<file path="src/rtl/lcd_timing_gen.sv">
// RGB LCD timing generator with programmable geometry and four built-in test patterns.
// Outputs are registered one clock behind the pixel/line counters.
module lcd_timing_gen #(
  parameter int unsigned H_PERIOD = 429,
  parameter int unsigned H_PWIDTH = 11,
  parameter int unsigned H_BPORCH = 42,
  parameter int unsigned H_ACTIVE = 320,
  parameter int unsigned V_PERIOD = 262,
  parameter int unsigned V_PWIDTH = 3,
  parameter int unsigned V_BPORCH = 7,
  parameter int unsigned V_ACTIVE = 240,
  parameter int unsigned CW       = 6
) (
  input  logic            clk,
  input  logic            res_n,
  input  logic            en,
  input  logic [1:0]      mode,
  input  logic [3*CW-1:0] fg,
  output logic            hsync,
  output logic            vsync,
  output logic            de,
  output logic [CW-1:0]   r,
  output logic [CW-1:0]   g,
  output logic [CW-1:0]   b,
  output logic [9:0]      x,
  output logic [9:0]      y,
  output logic            frame_start
);

  localparam int unsigned CNT_W = 10;
  localparam int unsigned RGB_W = 3 * CW;

  localparam logic [CNT_W-1:0] H_LAST    = CNT_W'(H_PERIOD - 1);
  localparam logic [CNT_W-1:0] H_SYNC    = CNT_W'(H_PWIDTH);
  localparam logic [CNT_W-1:0] H_ACT_BEG = CNT_W'(H_BPORCH);
  localparam logic [CNT_W-1:0] H_ACT_END = CNT_W'(H_BPORCH + H_ACTIVE);
  localparam logic [CNT_W-1:0] V_LAST    = CNT_W'(V_PERIOD - 1);
  localparam logic [CNT_W-1:0] V_SYNC    = CNT_W'(V_PWIDTH);
  localparam logic [CNT_W-1:0] V_ACT_BEG = CNT_W'(V_BPORCH);
  localparam logic [CNT_W-1:0] V_ACT_END = CNT_W'(V_BPORCH + V_ACTIVE);
  localparam logic [CNT_W-1:0] BAR_W     = CNT_W'(H_ACTIVE / 8);
  localparam logic [CW-1:0]    FULL      = {CW{1'b1}};

  logic [CNT_W-1:0] p_q, p_d, l_q, l_d;
  logic [1:0]       mode_q, mode_d;
  logic [RGB_W-1:0] fg_q, fg_d;

  logic             hsync_q, hsync_d, vsync_q, vsync_d, de_q, de_d, fs_q, fs_d;
  logic [CW-1:0]    r_q, r_d, g_q, g_d, b_q, b_d;
  logic [CNT_W-1:0] x_q, x_d, y_q, y_d;

  logic             origin;
  logic             active;
  logic [CNT_W-1:0] x_pix, y_pix, bar_num;
  logic [2:0]       bar_idx, bar_mask;

  // Counter advance and pattern latch; the pattern is sampled only at the frame origin
  always_comb begin
    p_d    = '0;
    l_d    = '0;
    mode_d = mode_q;
    fg_d   = fg_q;
    origin = (p_q == '0) && (l_q == '0);
    if (en) begin
      if (p_q == H_LAST) begin
        p_d = '0;
        l_d = (l_q == V_LAST) ? '0 : l_q + 10'd1;
      end else begin
        p_d = p_q + 10'd1;
        l_d = l_q;
      end
      if (origin) begin
        mode_d = mode;
        fg_d   = fg;
      end
    end
  end

  // Decode current counter state into the next registered outputs
  always_comb begin
    active   = (p_q >= H_ACT_BEG) && (p_q < H_ACT_END) &&
               (l_q >= V_ACT_BEG) && (l_q < V_ACT_END);
    x_pix    = p_q - H_ACT_BEG;
    y_pix    = l_q - V_ACT_BEG;
    bar_num  = x_pix / BAR_W;
    bar_idx  = (bar_num > 10'd7) ? 3'd7 : bar_num[2:0];
    bar_mask = 3'b000;
    case (bar_idx)
      3'd0: bar_mask = 3'b111;
      3'd1: bar_mask = 3'b110;
      3'd2: bar_mask = 3'b011;
      3'd3: bar_mask = 3'b010;
      3'd4: bar_mask = 3'b101;
      3'd5: bar_mask = 3'b100;
      3'd6: bar_mask = 3'b001;
      3'd7: bar_mask = 3'b000;
    endcase

    hsync_d = 1'b1;
    vsync_d = 1'b1;
    de_d    = 1'b0;
    fs_d    = 1'b0;
    x_d     = '0;
    y_d     = '0;
    r_d     = '0;
    g_d     = '0;
    b_d     = '0;
    if (en) begin
      hsync_d = !(p_q < H_SYNC);
      vsync_d = !(l_q < V_SYNC);
      fs_d    = origin;
      if (active) begin
        de_d = 1'b1;
        x_d  = x_pix;
        y_d  = y_pix;
        case (mode_d)
          2'd0: begin
            r_d = bar_mask[2] ? FULL : '0;
            g_d = bar_mask[1] ? FULL : '0;
            b_d = bar_mask[0] ? FULL : '0;
          end
          2'd1: begin
            r_d = fg_d[3*CW-1:2*CW];
            g_d = fg_d[2*CW-1:CW];
            b_d = fg_d[CW-1:0];
          end
          2'd2: begin
            r_d = (x_pix[4] ^ y_pix[4]) ? FULL : '0;
            g_d = r_d;
            b_d = r_d;
          end
          2'd3: begin
            r_d = x_pix[CW-1:0];
            g_d = x_pix[CW-1:0];
            b_d = x_pix[CW-1:0];
          end
        endcase
      end
    end
  end

  always_ff @(posedge clk) begin
    if (!res_n) begin
      p_q     <= '0;
      l_q     <= '0;
      mode_q  <= '0;
      fg_q    <= '0;
      hsync_q <= 1'b1;
      vsync_q <= 1'b1;
      de_q    <= 1'b0;
      fs_q    <= 1'b0;
      x_q     <= '0;
      y_q     <= '0;
      r_q     <= '0;
      g_q     <= '0;
      b_q     <= '0;
    end else begin
      p_q     <= p_d;
      l_q     <= l_d;
      mode_q  <= mode_d;
      fg_q    <= fg_d;
      hsync_q <= hsync_d;
      vsync_q <= vsync_d;
      de_q    <= de_d;
      fs_q    <= fs_d;
      x_q     <= x_d;
      y_q     <= y_d;
      r_q     <= r_d;
      g_q     <= g_d;
      b_q     <= b_d;
    end
  end

  assign hsync       = hsync_q;
  assign vsync       = vsync_q;
  assign de          = de_q;
  assign frame_start = fs_q;
  assign x           = x_q;
  assign y           = y_q;
  assign r           = r_q;
  assign g           = g_q;
  assign b           = b_q;

endmodule

</file>
<file path="config.mk">
export PLATFORM = sky130hd
export DESIGN_NAME = lcd_timing_gen
export DESIGN_NICKNAME = d
export VERILOG_FILES = /design/src/rtl/lcd_timing_gen.sv
export SDC_FILE = /design/constraint.sdc
export NUM_CORES = 1
export LEC_CHECK = 0
export CAP_MARGIN = 20
export CORE_ASPECT_RATIO = 1.5
export CORE_MARGIN = 10
export CORE_UTILIZATION = 48
export CTS_CLUSTER_SIZE = 40
export DETAILED_ROUTE_END_ITERATION = 8
export GPL_TIMING_DRIVEN = 0
export PLACE_DENSITY = 0.77
export SYNTH_ARGS = -nofsm -noshare
export SYNTH_HDL_FRONTEND = slang
export SYNTH_SLANG_ARGS = --single-unit
</file>
<file path="constraint.sdc">
create_clock -name clk -period 3.1 [get_ports clk]
set_input_delay 0.465 -clock clk [delete_from_list [all_inputs] [get_ports clk]]
set_output_delay 0.465 -clock clk [all_outputs]
set_load 0.03 [all_outputs]
</file>
==> results.sh <==
export IMPL_status="finished clean"
export IMPL_cts_tree="built"
export IMPL_grt_overflow_total=0
export IMPL_final_common_cell="dfxtp_1"
export IMPL_synthXorXnorAreaFrac_pct=6.76
export IMPL_hp_class="reg -> reg"
export IMPL_finalSetupViolCount=0
export IMPL_cp_required_ns=3.37
export IMPL_power_leakage_nw=1.91
export IMPL_root_buffer="clkbuf_16"
export IMPL_clock_fmax_ghz=0.337
export IMPL_coreArea_mm2=0.00796
export IMPL_finClkSkew_ns=0.00932
export IMPL_maxSlewHeadroom_pct=58.3
export IMPL_die_h_um=130
export IMPL_grt_pass1_wl_um=16100
export IMPL_synth_compound_area_share_pct=14.0
export IMPL_reg2regPathDepth=11
export IMPL_hpwlAfterDp_um=7620
export IMPL_clkSinkCount=82
export IMPL_min_path_cells=2
export IMPL_ios=65
export IMPL_portBuffers=64
export IMPL_wl_per_cell_um=16.2
export IMPL_synth_seq_cells=82
export IMPL_htree_levels=3
export IMPL_synth_fp_nets=479
export IMPL_arrival_ns=3.24
export IMPL_hold_violations=0
export IMPL_synth_distinct_cells=56
export IMPL_vias=3506
export IMPL_path_max_fanout=10
export IMPL_synth_mux_area_share_pct=5.54
export IMPL_drt_total_wl_um=10400
export IMPL_antenna_cells=0
export IMPL_tightest_slew_ns=0.625
export IMPL_start_util_pct=48.8
export IMPL_clock_path_buffers=2
export IMPL_synthSimpleGateAreaFrac_pct=24.1
export IMPL_max_cap_violations=0
export IMPL_grt_pass1_vias=3283
export IMPL_synth_edf_count=0
export IMPL_dieArea_mm2=0.0122
export IMPL_cp_common_cell="a21oi_1"
export IMPL_dr_pass1_iters=5
export IMPL_grt_use_total_pct=16.6
export IMPL_cpPeakStageDelay_ns=0.52
export IMPL_post_dp_cell_area_mm2=0.00466
export IMPL_first_iter_violations=274
export IMPL_cp_top_family="simple AND/OR/NAND/NOR gates"
export IMPL_yosysWarnings=0
export IMPL_slowest_stage="or4_1"
export IMPL_fin_nets=563
export IMPL_critPathKind="reg -> reg"
export IMPL_ys_seq_area_share_pct=42.2
export IMPL_die_w_um=93.5
export IMPL_slew_violations=0
export IMPL_hold_buffers=0
export IMPL_cts_inserted_buffers=9
export IMPL_clock_latency_ns=0.35
export IMPL_setup_worst_path_start_class="flop"
export IMPL_synth_top_family_by_area="simple AND/OR/NAND/NOR gates"
export IMPL_async_flop_share_pct=0
export IMPL_antenna_found_initial=0
export IMPL_ant_nets=0
export IMPL_crit_cells=11
export IMPL_ir_worst_vdd_uv=323
export IMPL_rows=40
export IMPL_powerDensity_mw_per_mm2=442
export IMPL_area_growth_synth_to_final_pct=33.1
export IMPL_layout_common_cells="81 x dfxtp_1, 72 x nor2_1, 64 x clkdlybuf4s50_1"
export IMPL_syn_inst=447
export IMPL_avgSynthCellArea_um2=8.69
export IMPL_synth_ff_type="dfxtp_1"
export IMPL_path_clk_slew_ns=0.06
export IMPL_grt_max_degree=14
export IMPL_synth_area_mm2=0.00389
export IMPL_layout_worst_path_cycle_share_pct=95.9
export IMPL_cp_buffers_inverters=3
export IMPL_drc=0
export IMPL_critical_path_cell_chain="clkbuf_1 > nor2_1 > nand2_1 > or4_1 > nor4_4 > buf_4 > nor3_1 > a21oi_1 > buf_2 > o21ai_1 > a21oi_1"
export IMPL_drt_vias_per_instance=5.47
export IMPL_min_period_ns=2.97
export IMPL_endpoint_kind="flop"
export IMPL_r2r_slack_ns=0.13
export IMPL_synthAdderAreaFrac_pct=3.16
export IMPL_finalInstanceArea_mm2=0.00517
export IMPL_gp_congestion=0.928
export IMPL_power_w=0.00229
export IMPL_drive_above_1_share_pct=12.9
## cell usage after synthesis (10+ instances only)
cell type  instances  area, um2
a21oi_1           20        100
dfxtp_1           82       1640
inv_1             10       37.5
mux2i_1           20        200
nand2_1           21       78.8
nand3_1           15       75.1
nor2_1            73        274
nor2b_1           22        138
o21ai_0           13       65.1
o21ai_1           24        120
xnor2_1           19        166
xor2_1            11       96.3
## final timing paths
path	startpoint	end
setup / recovery	p_q[9]	g[4]
hold / removal	fg_q[3]	fg_q[3]
setup reg to reg	p_q[9]	g[4]
hold reg to reg	fg_q[3]	fg_q[3]
## report_power, final
group | total (W) | switching [W] | internal (W)
Combinational | 0.000194 | 0.000103 | 0.0000905
Clock | 0.00101 | 0.000426 | 0.000584
Sequential | 0.00108 | 0.00000829 | 0.00108
## flip-flops by register name, summed over array words and instances (netlist names)
name and count:
vsync 1, r 6, g 6, hsync 1, x 10, mode_q 2, l_q 10, y 10
p_q 10, b 6, frame_start 1, fg_q 18, de 1
## logic make-up (layout without fill, tap and decap cells)
family | Yosys count | after routing
simple gates | 181 | 181
compound gates | 89 | 89
flops | 82 | 82
buf+inv | 33 | 122
xor+xnor | 30 | 30
mux | 21 | 21
fa+ha+maj | 10 | 10
other cells | 1 | 1
## routing by layer
metal / wire length (um) / up-vias / GRT usage (%)
met5: 0 / - / 0
met4: 395 / 0 / 8.83
met3: 622 / 33 / 4.89
met2: 5440 / 120 / 29.9
met1: 3930 / 1640 / 16.7
li1: - / 1713 / -
## worst reg2reg max path, delay by kind of cell (launching register included)
kind,cells,cell delay (ns)
compound gates,3,0.77
buf+inv,3,0.74
flops,1,0.29
simple gates,5,1.09
## per-stage QoR
step	hold slack [ns]	std cells	setup WS, ns	setup TNS, ns	util (%)
after global routing	0.531	641	-0.0135	-0.0135	65.0
after CTS	0.514	634	0.00611	0	63.1
after floorplan	0.452	447	0.133	0	-
final	0.509	641	0.129	0	65.0
after global placement	0.493	616	-0.343	-3.54	58.5
after detailed placement	0.500	616	-0.469	-5.03	58.5
## cell type report
cell class | count | area (um2)
Clock buffer | 12 | 256
Sequential cell | 82 | 1640
Inverter | 11 | 41.3
Buffer | 22 | 124
Clock inverter | 4 | 26.3
Fill cell | 630 | 2790
Timing Repair Buffer | 73 | 706
Tap cell | 105 | 131
Multi-Input combinational cell | 332 | 2240
## timing repair
action	in CTS	in global routing
setup buffers	2	6
endpoints found under the setup margin	12	17
resized for setup	12	21
pin swaps	2	6
Power figures use the tool's default switching activity.
